<file path="config.mk">
export PLATFORM = sky130hd
export DESIGN_NAME = bram_stream_reader_flat
export DESIGN_NICKNAME = d
export VERILOG_FILES = /design/src/rtl/accel_stream_pkg.sv /design/src/rtl/bram_stream_reader_if.sv /design/src/rtl/stream_skid_fifo.sv /design/src/rtl/bram_stream_reader.sv /design/src/flat_wrapper.sv
export SDC_FILE = /design/constraint.sdc
export NUM_CORES = 1
export LEC_CHECK = 0
export ABC_AREA = 0
export ABC_CLOCK_PERIOD_IN_PS = 3700
export CAP_MARGIN = 30
export CORE_MARGIN = 2
export CORE_UTILIZATION = 45
export CTS_BUF_LIST = sky130_fd_sc_hd__clkbuf_4 sky130_fd_sc_hd__clkbuf_8 sky130_fd_sc_hd__clkbuf_16
export DETAILED_ROUTE_END_ITERATION = 8
export GPL_TIMING_DRIVEN = 0
export PLACE_DENSITY = 0.7
export SYNTH_ARGS = -nofsm -noshare
export SYNTH_HDL_FRONTEND = slang
export SYNTH_HIERARCHICAL = 1
export SYNTH_SLANG_ARGS = --single-unit
export TNS_END_PERCENT = 100
</file>
<file path="constraint.sdc">
create_clock -name clk -period 3.7 [get_ports clk]
set_input_delay 0.74 -clock clk [delete_from_list [all_inputs] [get_ports clk]]
set_output_delay 0.74 -clock clk [all_outputs]
set_load 0.02 [all_outputs]
</file>
<file path="src/rtl/accel_stream_pkg.sv">
// Shared types for the accelerator stream blocks: reader FSM encoding
// and skid-buffer sizing derived from BRAM read latency.
package accel_stream_pkg;

  typedef enum logic [1:0] {
    IDLE,
    RUN,
    DRAIN
  } state_t;

  localparam int CNT_W = 3;

  function automatic int skid_depth(input int rd_lat);
    return rd_lat + 1;
  endfunction

endpackage

</file>
<file path="src/rtl/bram_stream_reader_if.sv">
// Valid/ready word stream from the BRAM reader toward the core.
// ms_last exists only when BRAM_READER_LAST_EN is defined.
interface bram_stream_reader_if #(
  parameter int WIDTH = 72
);
  logic [WIDTH-1:0] ms_data;
  logic             ms_valid;
  logic             ms_ready;
`ifdef BRAM_READER_LAST_EN
  logic             ms_last;

  modport master (
    output ms_data, ms_valid, ms_last,
    input  ms_ready
  );
  modport slave (
    input  ms_data, ms_valid, ms_last,
    output ms_ready
  );
`else
  modport master (
    output ms_data, ms_valid,
    input  ms_ready
  );
  modport slave (
    input  ms_data, ms_valid,
    output ms_ready
  );
`endif
endinterface

</file>
<file path="src/rtl/stream_skid_fifo.sv">
// Small register FIFO that absorbs BRAM returns; head is a register,
// so the read side has no combinational path from rd_en.
module stream_skid_fifo
  import accel_stream_pkg::*;
#(
  parameter int W     = 72,
  parameter int DEPTH = 2
) (
  input  logic             clk,
  input  logic             resetn,
  input  logic             wr_en,
  input  logic [W-1:0]     wr_data,
  input  logic             rd_en,
  output logic [W-1:0]     rd_data,
  output logic [CNT_W-1:0] count
);

  localparam int PW = (DEPTH > 1) ? $clog2(DEPTH) : 1;
  localparam logic [PW-1:0] P_LAST = PW'(DEPTH - 1);

  logic [W-1:0]  mem [DEPTH];
  logic [PW-1:0] wp;
  logic [PW-1:0] rp;

  function automatic logic [PW-1:0] nxt(input logic [PW-1:0] p);
    return (p == P_LAST) ? '0 : p + PW'(1);
  endfunction

  always_ff @(posedge clk or negedge resetn) begin
    if (!resetn) begin
      wp    <= '0;
      rp    <= '0;
      count <= '0;
      for (int i = 0; i < DEPTH; i++) mem[i] <= '0;
    end else begin
      if (wr_en) begin
        mem[wp] <= wr_data;
        wp      <= nxt(wp);
      end
      if (rd_en) rp <= nxt(rp);
      count <= count + CNT_W'(wr_en) - CNT_W'(rd_en);
    end
  end

  assign rd_data = mem[rp];

endmodule

</file>
<file path="src/rtl/bram_stream_reader.sv">
// Command-driven sequential BRAM reader with credit-gated skid buffer.
// Optional ms_last beat marker: define BRAM_READER_LAST_EN.
module bram_stream_reader
  import accel_stream_pkg::*;
#(
  parameter int WIDTH     = 72,
  parameter int DEPTH     = 512,
  parameter int LOG_DEPTH = 9,
  parameter int RD_LAT    = 1
) (
  input  logic                 clk,
  input  logic                 resetn,
  input  logic [LOG_DEPTH-1:0] cmd_addr,
  input  logic [LOG_DEPTH:0]   cmd_len,
  input  logic                 cmd_valid,
  output logic                 cmd_ready,
  output logic [LOG_DEPTH-1:0] bram_addr,
  output logic                 bram_en,
  input  logic [WIDTH-1:0]     bram_rdata,
  output logic                 busy,
  output logic                 done,
  bram_stream_reader_if.master ms
);

  localparam int SD = skid_depth(RD_LAT);
`ifdef BRAM_READER_LAST_EN
  localparam int FW = WIDTH + 1;
`else
  localparam int FW = WIDTH;
`endif
  localparam logic [LOG_DEPTH-1:0] A_LAST = LOG_DEPTH'(DEPTH - 1);
  localparam logic [LOG_DEPTH:0]   R_ONE  = (LOG_DEPTH+1)'(1);

  state_t               state;
  logic [LOG_DEPTH-1:0] addr;
  logic [LOG_DEPTH:0]   remaining;
  logic [RD_LAT-1:0]    rd_vld;
  logic [CNT_W-1:0]     occ;
  logic [CNT_W-1:0]     infl;
  logic [CNT_W-1:0]     used;
  logic                 accept;
  logic                 issue;
  logic                 pop;
  logic [FW-1:0]        wr_data;
  logic [FW-1:0]        rd_data;

  assign accept = cmd_valid && cmd_ready;
  assign pop    = ms.ms_valid && ms.ms_ready;

  always_comb begin
    infl = '0;
    for (int i = 0; i < RD_LAT; i++)
      infl = infl + CNT_W'(rd_vld[i]);
  end

  // Credits: every issued read must find a free skid slot on return.
  assign used      = infl + occ - CNT_W'(pop);
  assign issue     = (state == RUN) && (remaining != '0)
                     && (used < CNT_W'(SD));
  assign bram_en   = issue;
  assign bram_addr = addr;

  always_ff @(posedge clk or negedge resetn) begin
    if (!resetn) begin
      rd_vld <= '0;
    end else begin
      rd_vld[0] <= issue;
      for (int i = 1; i < RD_LAT; i++)
        rd_vld[i] <= rd_vld[i-1];
    end
  end

`ifdef BRAM_READER_LAST_EN
  logic [RD_LAT-1:0] rd_last;

  always_ff @(posedge clk or negedge resetn) begin
    if (!resetn) begin
      rd_last <= '0;
    end else begin
      rd_last[0] <= issue && (remaining == R_ONE);
      for (int i = 1; i < RD_LAT; i++)
        rd_last[i] <= rd_last[i-1];
    end
  end

  assign wr_data = {rd_last[RD_LAT-1], bram_rdata};
  assign {ms.ms_last, ms.ms_data} = rd_data;
`else
  assign wr_data    = bram_rdata;
  assign ms.ms_data = rd_data;
`endif

  stream_skid_fifo #(
    .W     (FW),
    .DEPTH (SD)
  ) u_skid (
    .clk     (clk),
    .resetn  (resetn),
    .wr_en   (rd_vld[RD_LAT-1]),
    .wr_data (wr_data),
    .rd_en   (pop),
    .rd_data (rd_data),
    .count   (occ)
  );

  assign ms.ms_valid = (occ != '0);

  always_ff @(posedge clk or negedge resetn) begin
    if (!resetn) begin
      state     <= IDLE;
      cmd_ready <= 1'b1;
      busy      <= 1'b0;
      done      <= 1'b0;
      addr      <= '0;
      remaining <= '0;
    end else begin
      done <= 1'b0;
      unique case (state)
        IDLE: begin
          if (accept) begin
            if (cmd_len != '0) begin
              addr      <= cmd_addr;
              remaining <= cmd_len;
              state     <= RUN;
              cmd_ready <= 1'b0;
              busy      <= 1'b1;
            end else begin
              done <= 1'b1;
            end
          end
        end
        RUN: begin
          if (issue) begin
            addr      <= (addr == A_LAST) ? '0 : addr + LOG_DEPTH'(1);
            remaining <= remaining - R_ONE;
            if (remaining == R_ONE) state <= DRAIN;
          end
        end
        DRAIN: begin
          // Finish in the cycle the final beat leaves the buffer.
          if (infl == '0 && occ == CNT_W'(pop)) begin
            done      <= 1'b1;
            busy      <= 1'b0;
            cmd_ready <= 1'b1;
            state     <= IDLE;
          end
        end
        default: state <= IDLE;
      endcase
    end
  end

endmodule

</file>
<file path="src/flat_wrapper.sv">
// flat-port wrapper written by rule: the top's interface ports become plain ports
module bram_stream_reader_flat import accel_stream_pkg::*;
#(
  parameter int WIDTH     = 72,
  parameter int DEPTH     = 512,
  parameter int LOG_DEPTH = 9,
  parameter int RD_LAT    = 1
)
  (clk, resetn, cmd_addr, cmd_len, cmd_valid, cmd_ready, bram_addr, bram_en, bram_rdata, busy, done, ms_ms_data, ms_ms_valid, ms_ms_ready);
  bram_stream_reader_if #(.WIDTH(WIDTH)) ms_i ();
  input  logic clk;
  input  logic resetn;
  input  logic [LOG_DEPTH-1:0] cmd_addr;
  input  logic [LOG_DEPTH:0] cmd_len;
  input  logic cmd_valid;
  output logic cmd_ready;
  output logic [LOG_DEPTH-1:0] bram_addr;
  output logic bram_en;
  input  logic [WIDTH-1:0] bram_rdata;
  output logic busy;
  output logic done;
  output wire logic [$bits(ms_i.ms_data)-1:0] ms_ms_data;
  output wire logic [$bits(ms_i.ms_valid)-1:0] ms_ms_valid;
  input wire logic [$bits(ms_i.ms_ready)-1:0] ms_ms_ready;
  assign ms_ms_data = ms_i.ms_data;
  assign ms_ms_valid = ms_i.ms_valid;
  assign ms_i.ms_ready = ms_ms_ready;
  bram_stream_reader #(.WIDTH(WIDTH), .DEPTH(DEPTH), .LOG_DEPTH(LOG_DEPTH), .RD_LAT(RD_LAT)) u_core (.clk(clk), .resetn(resetn), .cmd_addr(cmd_addr), .cmd_len(cmd_len), .cmd_valid(cmd_valid), .cmd_ready(cmd_ready), .bram_addr(bram_addr), .bram_en(bram_en), .bram_rdata(bram_rdata), .busy(busy), .done(done), .ms(ms_i));
endmodule
</file>
Word-level counts from Yosys, hierarchy flattened --
Index checks and enable logic that the tools add are counted.
Operators by class: divide/modulo/power cells 0, eq/ne operators 10, shift operators 0, bitwise gates (word level) 2, add/subtract/negate cells 6, reduce and logical (&&, ||, !) cells 16, $mul 0, $lt $le $gt $ge 4, mux-type cells 35
Operators with widths (count):
- two-way mux 72 bit | 4
- bitwise mux 144 bit | 1
- demux 72 bit (select 1 bit) | 1
- two-way mux 9 bit | 4
- two-way mux 10 bit | 3
- one-hot mux 10 bit (2 select lines) | 1
- nonzero test 10 bit | 2
- one-hot mux 9 bit (2 select lines) | 1
- two-way mux 1 bit | 11
- == test 10 x 1 -> 1 bit, second input constant | 1
- two-way mux 2 bit | 5
- subtractor 10 x 1 -> 10 bit, second input constant | 1
- adder 9 x 1 -> 9 bit, second input constant | 1
- == test 9 bit, second input constant | 1
- != test 2 x 1 -> 1 bit, second input constant | 4
- AND reduction 4 bit | 2
- logical AND 1 bit | 6
- one-hot mux 1 bit (2 select lines) | 3
- one-hot mux 2 bit (3 select lines) | 1
- AND reduction 5 bit | 1
- greater-or-equal comparator 2 bit, second input constant | 2
- inverter 1 -> 2 bit | 2
- nonzero test 2 bit | 2
- adder 1 x 3 -> 3 bit | 1
- 11 further kinds | 12
Storage, ports and cells: bits in registers 174, latch bits 0, input port bits 95, output and inout bits 86, ROM bits 0, memories kept 0, bits in writable memories 0

Logic depth before layout (Yosys ltp) --
Gate-level depths: netlist of run 1.
depth after elaboration 7, gate-level depth with buffers 11

Hierarchy --
The synthesis of run 1 kept the hierarchy.
Modules (own cells, without submodules):
- stream_skid_fifo | sequential area each 3728.6 um2, area each 6849.1 um2, cells an instance 401, instances 1
- bram_stream_reader | sequential area each 626.9 um2, area each 1681.6 um2, cells an instance 179, instances 1

Worst setup path after synthesis of run 1 --
No wires, ideal clock.
path type register to output, from reg u_core.u_skid.count[1], to out bram_en, cell stages (with the launch flop) 10, setup slack 0.294 ns, arrival 2.666 ns, path through dfrtp_1 or3_1 and2_1 ha_1 nand2b_1 fa_1 and3b_1 o311ai_4 inv_4 buf_6
On the way: longest elaborated chain between the ends 5, elaborated cells on any way between the ends 6, classes of those cells add/sub (2); order compare (1); reduce/logical (3)
RTL lines:
- start: declaration | line stream_skid_fifo.sv:15 | output logic [CNT_W-1:0] count
- start signal: assignment | line stream_skid_fifo.sv:41 | count <= count + CNT_W'(wr_en) - CNT_W'(rd_en);
- nonzero test 3 bit | line bram_stream_reader.sv:106 | assign ms.ms_valid = (occ != '0);
- net ms_ms_valid | line flat_wrapper.sv:23 | output wire logic [$bits(ms_i.ms_valid)-1:0] ms_ms_valid;
- logical AND 1 bit | line bram_stream_reader.sv:48 | assign pop = ms.ms_valid && ms.ms_ready;
- net u_core.pop | line bram_stream_reader.sv:43 | logic pop;
- subtractor 3 x 1 -> 3 bit | line bram_stream_reader.sv:57 | assign used = infl + occ - CNT_W'(pop);
- less-than comparator 3 x 2 -> 1 bit | line bram_stream_reader.sv:59 | && (used < CNT_W'(SD));
- logical AND 1 bit | line bram_stream_reader.sv:59
- end: declaration | line flat_wrapper.sv:18 | output logic bram_en;
The timed path passes the listed nets, and every way through them passes these cells.

Worst setup path in the final report of run 1 --
from reg u_core.u_skid.count[1], to out bram_en
On the way: longest elaborated chain between the ends 5, elaborated cells on any way between the ends 6, classes of those cells add/sub (2); order compare (1); reduce/logical (3)
RTL lines (line):
- nonzero test 3 bit | bram_stream_reader.sv:106
- logical AND 1 bit | bram_stream_reader.sv:48
- net u_core.pop | bram_stream_reader.sv:43
- subtractor 3 x 1 -> 3 bit | bram_stream_reader.sv:57
- less-than comparator 3 x 2 -> 1 bit | bram_stream_reader.sv:59
- logical AND 1 bit | bram_stream_reader.sv:59
The timed path passes the listed nets, and every way through them passes these cells.

==> results of run 1 <==
[per-stage QoR]
stage | utilization | area, sq um | cells | hold slack [ns] | setup slack (ns)
5_1_grt | 0.606 | 11300 | 1031 | 0.325 | 0.0182
6_report | 0.606 | 11300 | 1031 | 0.279 | 0.112
4_1_cts | 0.604 | 11300 | 1030 | 0.294 | 0.00705
2_1_floorplan | - | 8530 | 580 | 0.444 | 0.294
3_5_place_dp | 0.572 | 10700 | 995 | 0.472 | -0.706
3_3_place_gp | 0.570 | 10600 | 994 | 0.468 | -4.92
[timing repair]
action,CTS,global route
endpoints found under the hold margin,0,0
pin swaps,0,2
setup buffers,5,1
gates resized for setup,8,4
endpoints found under the setup margin,1,1
[routing by layer]
layer  GRT usage  vias up
li1            -     2529
met4      0.0737        2
met3      0.0533       32
met1       0.279     2781
met5           0        -
met2       0.342      221
[registers in the layout, summed over array words and instances, names as in the netlist, 2 cells and up]
name                 flops
u_core/bram_addr         9
u_core/remaining        10
u_core/state             2
u_core/u_skid/count      3
u_core/u_skid/mem      144
[report_power, final]
part	leakage, uW	total (uW)	switching (uW)	internal (uW)
clock network	0.000275	1770	760	1010
logic	0.00245	6310	2830	3480
registers	0.00205	3470	590	2880
[critical path, cell delays in order (launching register included)]
cell and delay (ns):
dfrtp_2 0.41, or3_4 0.39, and2_4 0.17, ha_4 0.21
nand2b_4 0.14, fa_1 0.54, and3b_2 0.21, o311ai_4 0.13
inv_4 0.11, buf_6 0.11
[final cells by class]
| type | count | area [sq um] |
|---|---|---|
| fill | 1435 | 7340 |
| clock buffer | 18 | 439 |
| tap | 234 | 293 |
| inverter | 13 | 51.3 |
| multi-input combinational | 362 | 3820 |
| sequential | 174 | 4360 |
| buffer | 30 | 317 |
| clock inverter | 13 | 140 |
| timing repair buffer | 187 | 1880 |
[placed cells by master, fill, tap and decap left out, types with 3 or more instances in the layout]
cell / instances
clkinv_2: 3
o21ai_0: 12
buf_6: 5
clkbuf_16: 17
clkbuf_1: 4
nand3_1: 4
buf_12: 8
a21oi_1: 11
buf_4: 6
buf_2: 11
clkdlybuf4s50_1: 178
o21a_1: 3
dfrtp_1: 172
inv_1: 12
clkinvlp_4: 4
nor2_1: 6
o2bb2ai_1: 7
mux2_2: 139
ha_1: 7
nor4_1: 4
nor3_1: 15
clkbuf_8: 4
mux2_4: 75
a31oi_1: 6
or4_1: 3
nand2_1: 14
[how the worst min path moves through the flow]
stage	start	endpoint	slack (ns)	cells past startpoint
2_1_floorplan	resetn	u_core/bram_addr[0]	0.44	0
3_3_place_gp	u_core/u_skid/mem[43]	u_core/u_skid/mem[43]	0.47	1
3_5_place_dp	u_core/remaining[7]	u_core/remaining[7]	0.47	1
4_1_cts	resetn	u_core/u_skid/mem[1]	0.29	1
5_1_grt	resetn	u_core/u_skid/mem[3]	0.33	1
6_report	resetn	u_core/u_skid/mem[1]	0.28	1
[kinds of logic after synthesis]
| family | Yosys count | synth area share |
|---|---|---|
| mux | 216 | 0.318 |
| fa+ha+maj | 10 | 0.0164 |
| xor+xnor | 5 | 0.00675 |
| simple gates | 71 | 0.0490 |
| compound gates | 60 | 0.0547 |
| buf+inv | 44 | 0.0444 |
| flops | 174 | 0.511 |
==> impl_metrics.toml, run 1 <==
[timing]
timing.final.max_slew_violations = 0
fin_crit_ns = 3.59
setup_viol = 0
finalSetupTns_ns = 0
slew_headroom = 0.547
worstMarginPinSlew_ns = 0.670
fmax_mhz = 279
rsz0062_at_grt = "false"
finalClockSkew_ns = 0.0116
finalCritPeriodShare = 0.970
hold_violations = 0

[cts]
cts_root_buf = "clkbuf_16"
cts_hold_buf = 0
cts_made_buffers = 17
clock_latency_ns = 0.43
clock_path_buffers = 2
clkTransAtPathRegs_ns = 0.07
clock_sinks = 174
htree_levels = 4
cts_tree = "built"

[routing]
ant_nets = 0
drt_wl_total_mm = 20.5
drt-met1-wl_mm = 9.00
vias_per_cell = 5.40
first_pass_iters = 5
wl_met3_mm = 1.40
wl_met2_mm = 9.72
top_layer = "met5"
wl_per_cell_microns = 19.9
dr_total_vias = 5565
drt_iter0_drc = 252
drcViolationCount = 0

[setup_path]
timing.rr.end = "u_core/remaining[5]"
crit_end = "bram_en"
reg2regPathDepth = 12
cp.arrival_ns = 2.85
worstPathRequired_ns = 2.96
r2r-start = "u_core/u_skid/count[1]"
critPathKind = "register to output pin"
cp_max_fo = 3
startpoint = "u_core/u_skid/count[1]"
r2r_slack_ns = 0.51
critical_path.startpoint_type = "register"
critical_path.endpoint_type = "output pin"

[global_route]
antenna_found_initial = 1
overflow = 0
grt_max_degree = 99
grt_pass1_wl_mm = 33.0
grt_usage = 0.212
grt_pass1_vias = 6054

[placed_design]
port_buffers = 180
gp_congestion = 0.894
dp_hpwl_mm = 14.3

[logic_synthesis]
synth_cell_type_count = 65
synth_top_area_frac = 0.507
yosysMostFrequentCell = "dfrtp_1"
syn_area_per_cell_sq_um = 14.7
syn_inst = 580
yosysTopAreaCell = "dfrtp_1"
synth_common_cells = "dfrtp_1 (173), mux2_2 (139), mux2_4 (75)"
ys_seq_area_frac = 0.511
synthTopCellsByArea = "dfrtp_1 (51%), mux2_2 (18%), mux2_4 (13%)"
synthFlopType = "dfrtp_1"
synthesis.area_sq_um = 8530
synth_seq_cells = 174
yosys_warnings = 6
synthArstFlopShare = 1.00
synth_nets = 685
synth_edf_count = 0

[power_and_ir_drop]
total_power_uw = 11500
ir_drop_v = 0.000456
leakage_uw = 0.00477
power_per_cell_area_nw_per_um2 = 1020

[floorplan]
ios = 181
die_height_microns = 142
die_area_sq_um = 20100
core_sq_um = 18600
die_x_microns = 142
start_util = 0.458
fp-row-count = 50

[min_path]
min_path_type = "input pin to asynchronous set/reset pin"

[cells_and_area]
drive_gt1_frac = 0.381
diodes = 0
nets = 890
synthToLayoutAreaGrowth_pct = 32.5

[outcome]
outcome = "completed"

[flow_run]
maxCapViolCount = 0
Note: power is estimated with default switching activity, not from simulation.
==> inputs of run 2 (changes only) <==
- CORE_MARGIN: 2 -> unset
- RECOVER_POWER: unset -> 100
==> run 2 against run 1 <==
Against the previous run: the flow now finishes with violations (capacitance limit, slew limit); maximum frequency down 0.21%; hold slack better by 0.21 ns; sequential share of layout area up 1.5 points; critical endpoint is now u_core/remaining[9].
==> impl_metrics.toml, run 2 (synthesis gave the netlist of run 1 again) <==
[outcome]
outcome = "complete, but fails checks"
failed_checks = "capacitance limit, slew limit"

[timing]
timing.final.max_slew_violations = 58
finalClockSkew_ns = 0.00940
worstMarginPinSlew_ns = 2.68
fmax_mhz = 278
setup_viol = 0
fin_crit_ns = 3.60
slew_headroom = -0.789
rsz0062_at_grt = "false"
finalSetupTns_ns = 0
finalCritPeriodShare = 0.972
hold_violations = 0
fin_ws_ns = 0.104

[floorplan]
start_util = 0.467
fp-row-count = 49
die_area_sq_um = 19500
die_x_microns = 140
die_height_microns = 140
core_sq_um = 18300
ios = 181

[setup_path]
critPathKind = "register to register"
cp_max_fo = 11
cp.arrival_ns = 3.90
worstPathRequired_ns = 4.00
critical_path.startpoint_type = "register"
critical-path-max-stage-delay_ns = 0.55
slowest_stage = "fa_1"
path_cells = "or3_4 -> and2_4 -> ha_4 -> nand2b_4 -> fa_1 -> and3b_2 -> o311ai_4 -> inv_4 -> clkbuf_4 -> buf_4 -> clkbuf_1 -> nor2_2 -> o22a_1"
critical_path.endpoint_type = "register"

[cells_and_area]
fillers = 1512
largest_reg_flops = 144
diodes = 0
final_util = 0.595
nets = 890
final_common_cell = "dfrtp_1"
largest_register = "u_core/u_skid/mem"
final_cell_mix = "dfrtp_1 (172), mux2_2 (139), clkdlybuf4s50_1 (104), dlygate4sd3_1 (74), mux2_1 (69)"
synthToLayoutAreaGrowth_pct = 27.4
stdcell_area_sq_um = 10900
drive_gt1_frac = 0.268

[placed_design]
pre_cts_ws_ns = -0.709
port_buffers = 180
gp_congestion = 0.923
dpl_cell_area_sq_um = 10700
dp_hpwl_mm = 13.9

[cts]
cts_hold_buf = 0
cts_root_buf = "clkbuf_16"
clock_path_buffers = 2
clkTransAtPathRegs_ns = 0.07
clock_latency_ns = 0.42
cts_made_buffers = 17
htree_levels = 4
clock_sinks = 174
cts_tree = "built"

[global_route]
grt_pass1_vias = 6015
overflow = 0
antenna_found_initial = 0
grt_max_degree = 118
grt_usage = 0.214
grt_pass1_wl_mm = 32.7

[routing]
drcViolationCount = 0
vias_per_cell = 5.46
drt_wl_total_mm = 19.9
drt_iter0_drc = 274
first_pass_iters = 5
ant_nets = 0
dr_total_vias = 5608
wl_per_cell_microns = 19.4

[min_path]
min_path_type = "register to register"

[power_and_ir_drop]
power_per_cell_area_nw_per_um2 = 1000
leakage_uw = 0.00453
ir_drop_v = 0.000472

[flow_run]
maxCapViolCount = 1
-- run 2: cell count changes in the layout (fill, tap and decap cells not counted), sizes merged, moves of 3 or more --
cell	change
clkdlybuf4s50	-74
dlygate4sd3	+74
buf	-18
clkbuf	+17
clkinv	-3
inv	+3
-- run 2: final timing paths --
check / start / to / slack [ns] / depth (start not counted)
worst max-delay path: u_core/u_skid/count[1] / u_core/remaining[9] / 0.10 / 13
worst min-delay path: u_core/u_skid/mem[132] / u_core/u_skid/mem[132] / 0.48 / 1
worst max register to register: u_core/u_skid/count[1] / u_core/remaining[9] / 0.10 / 13
worst min register to register: u_core/u_skid/mem[132] / u_core/u_skid/mem[132] / 0.48 / 1
max in group asynchronous: resetn / u_core/u_skid/count[1] / 0.70 / 1
min in group asynchronous: resetn / u_core/u_skid/mem[75] / 1.26 / 1
-- run 2: per-layer routing --
metal  share of wire  track usage  vias to the layer above
met2            0.49        0.350                      205
met1            0.44        0.283                     2855
li1                -            -                     2528
met5               0            0                        -
met3           0.066       0.0609                       20
met4           0.011       0.0474                        0
-- run 2: area by class of cell --
cell class                 instances  area (sq um)  share of cell area
tap                              229           287              0.0264
inverter                          13          51.3             0.00472
clock inverter                    14           206              0.0190
multi-input combinational        362          3540               0.325
clock buffer                      18           433              0.0398
timing repair buffer             187          1870               0.172
buffer                            30           124              0.0114
sequential                       174          4360               0.401
-- run 2: where the power goes --
part,internal [uW],switching (uW)
Combinational,2800,2740
Sequential,2880,540
Clock,1150,787
Total,6830,4070
-- run 2: critical path, delay by kind of cell, from the launching register on --
kind                     cells  cell delay (ns)
flip-flops                   1             0.41
AND/OR/NAND/NOR              5             1.12
adder cells (fa/ha/maj)      2             0.76
AO/OA/AOI/OAI                2             0.41
buffers and inverters        4             0.77
-- run 2: stage by stage --
stage                     total power [uW]  hold slack (ns)  std cells
final                                10900            0.485       1027
after global routing                 11500            0.505       1027
after detailed placement              9650            0.481        990
after floorplan                       7410            0.444        580
after CTS                            11700            0.240       1025
after global placement                9470            0.470        989
-- run 2: timing repair --
action	4_1_cts	5_1_grt
cloned	0	0
buffers inserted	4	2
gates resized for setup	7	5
endpoints found under the setup margin	1	1
pin swaps	0	1
==> inputs of run 3 (changes only) <==
- CORE_MARGIN: unset -> 4
- SLEW_MARGIN: unset -> 15
==> run 3 against run 2 <==
Against the previous run: the run still ends with capacitance limit, slew limit left; sequential power about the same; largest cell class unchanged; clock skew barely moved; combinational power increased by 1%; die area rose by 8.8%; setup slack improved by 0.023 ns.
==> impl_metrics.toml, run 3 (synthesis gave the netlist of run 1 again) <==
[placed_design]
port_buffers = 180
gp_congestion = 0.895
dp.cells = 995
pre_cts_ws_ns = -0.759
dp_hpwl_mm = 15.0

[cells_and_area]
synthToLayoutAreaGrowth_pct = 27.5
drive_gt1_frac = 0.268
final_common_cell = "dfrtp_1"
final_cell_mix = "dfrtp_1 (173), mux2_2 (139), clkdlybuf4s50_1 (109), dlygate4sd3_1 (69), mux2_1 (68)"
final_cells = 1034
largest_register = "u_core/u_skid/mem"
nets = 892
diodes = 0
largest_reg_flops = 144
final_util = 0.582

[power_and_ir_drop]
leakage_uw = 0.00453
ir_drop_v = 0.000441
power_per_cell_area_nw_per_um2 = 1000

[global_route]
grt_usage = 0.198
overflow = 0
antenna_found_initial = 0
grt_max_degree = 98
grt_pass1_wl_mm = 33.9
grt_pass1_vias = 6270

[timing]
finalCritPeriodShare = 0.966
finalHoldWorstSlack_ns = 0.481
slew_headroom = -0.315
setup_viol = 0
finalClockSkew_ns = 0.00900
worstMarginPinSlew_ns = 1.97
fmax_mhz = 280
fin_crit_ns = 3.57
fin_ws_ns = 0.127
timing.final.max_slew_violations = 78
hold_violations = 0
rsz0062_at_grt = "false"

[setup_path]
critical_path.startpoint_type = "register"
critical-path-max-stage-delay_ns = 0.55
cp_max_fo = 3
critical_path.endpoint_type = "output pin"
worstPathRequired_ns = 2.96
cp.arrival_ns = 2.83
path_cells = "or3_1 -> and2_4 -> ha_4 -> nand2b_4 -> fa_1 -> and3b_2 -> o311ai_4 -> inv_4 -> buf_6"
slowest_stage = "fa_1"
critPathKind = "register to output pin"

[cts]
cts_hold_buf = 0
clock_sinks = 174
cts_root_buf = "clkbuf_16"
clock_path_buffers = 2
htree_levels = 4
cts_tree = "built"
cts_made_buffers = 17
clock_latency_ns = 0.42
clkTransAtPathRegs_ns = 0.07

[routing]
ant_nets = 0
drt_wl_total_mm = 20.6
dr_total_vias = 5532
drt_iter0_drc = 211
first_pass_iters = 6
drcViolationCount = 0
wl_per_cell_microns = 19.9
vias_per_cell = 5.35

[floorplan]
die_area_sq_um = 21200
ios = 181
start_util = 0.456
core_sq_um = 18700
fp-row-count = 50
die_x_microns = 146
die_height_microns = 146

[outcome]
failed_checks = "capacitance limit, slew limit"
outcome = "complete, but fails checks"

[flow_run]
maxCapViolCount = 1

[min_path]
min_path_type = "register to register"
-- run 3: cell count changes in the layout (fill, tap and decap cells not counted), sizes merged --
cell and delta:
buf -2, clkbuf +7, clkdlybuf4s50 +5, clkinv +2
clkinvlp -1, dlygate4sd3 -5, dlymetal6s4s -1, inv -3
-- run 3: timing repair --
item / CTS / global route
hold endpoints to repair: 0 / 0
pin swaps: 0 / 2
setup endpoints to repair: 1 / 1
buffers inserted: 5 / 3
resized for setup: 7 / 4
-- run 3: stage by stage --
| step | cell area, sq um | setup TNS (ns) | total power [uW] |
|---|---|---|---|
| after floorplan | 8530 | 0 | 7410 |
| after global placement | 10600 | -856.99 | 9500 |
| after detailed placement | 10700 | -0.759 | 9720 |
| after CTS | 11300 | 0 | 11800 |
| after global routing | 10900 | 0 | 11600 |
| final | 10900 | 0 | 10900 |
-- run 3: path summary, 6_finish.rpt --
path                                              from  cells past startpoint  slack [ns]                     end
worst max-delay path            u_core/u_skid/count[1]                      9        0.13                 bram_en
worst min-delay path                  u_core/cmd_ready                      2        0.48        u_core/cmd_ready
worst max register to register  u_core/u_skid/count[1]                     13        0.26     u_core/remaining[9]
worst min register to register        u_core/cmd_ready                      2        0.48        u_core/cmd_ready
max in group asynchronous                       resetn                      2        1.53  u_core/u_skid/mem[139]
min in group asynchronous                       resetn                      1        0.87    u_core/u_skid/mem[3]
-- run 3: cell type report --
cell class,count,area (sq um)
Timing Repair Buffer,189,1880
Clock inverter,12,184
Tap cell,234,293
Multi-Input combinational cell,362,3540
Buffer,30,120
Clock buffer,20,454
Sequential cell,174,4360
Inverter,13,51.3
Fill cell,1525,7830
-- run 3: critical path: cells and delay by family (launching register included) --
kind,cells,cell delay [ns]
AOI/OAI and AO/OA,1,0.12
adders and majority gates,2,0.76
buffers and inverters,2,0.21
DFF,1,0.39
and+or+nand+nor,4,0.94
-- run 3: power by group --
group          leakage, uW  internal (uW)  switching [uW]
Clock             0.000308           1170             740
Combinational      0.00217           2820            2770
Sequential         0.00205           2880             551
Total              0.00453           6870            4060
-- run 3: routing by layer --
metal,track usage,part of all wire,up-vias
met3,0.0529,0.059,25
met5,0,0,-
met4,0.0579,0.015,0
met1,0.264,0.44,2779
met2,0.319,0.49,197
li1,-,-,2531
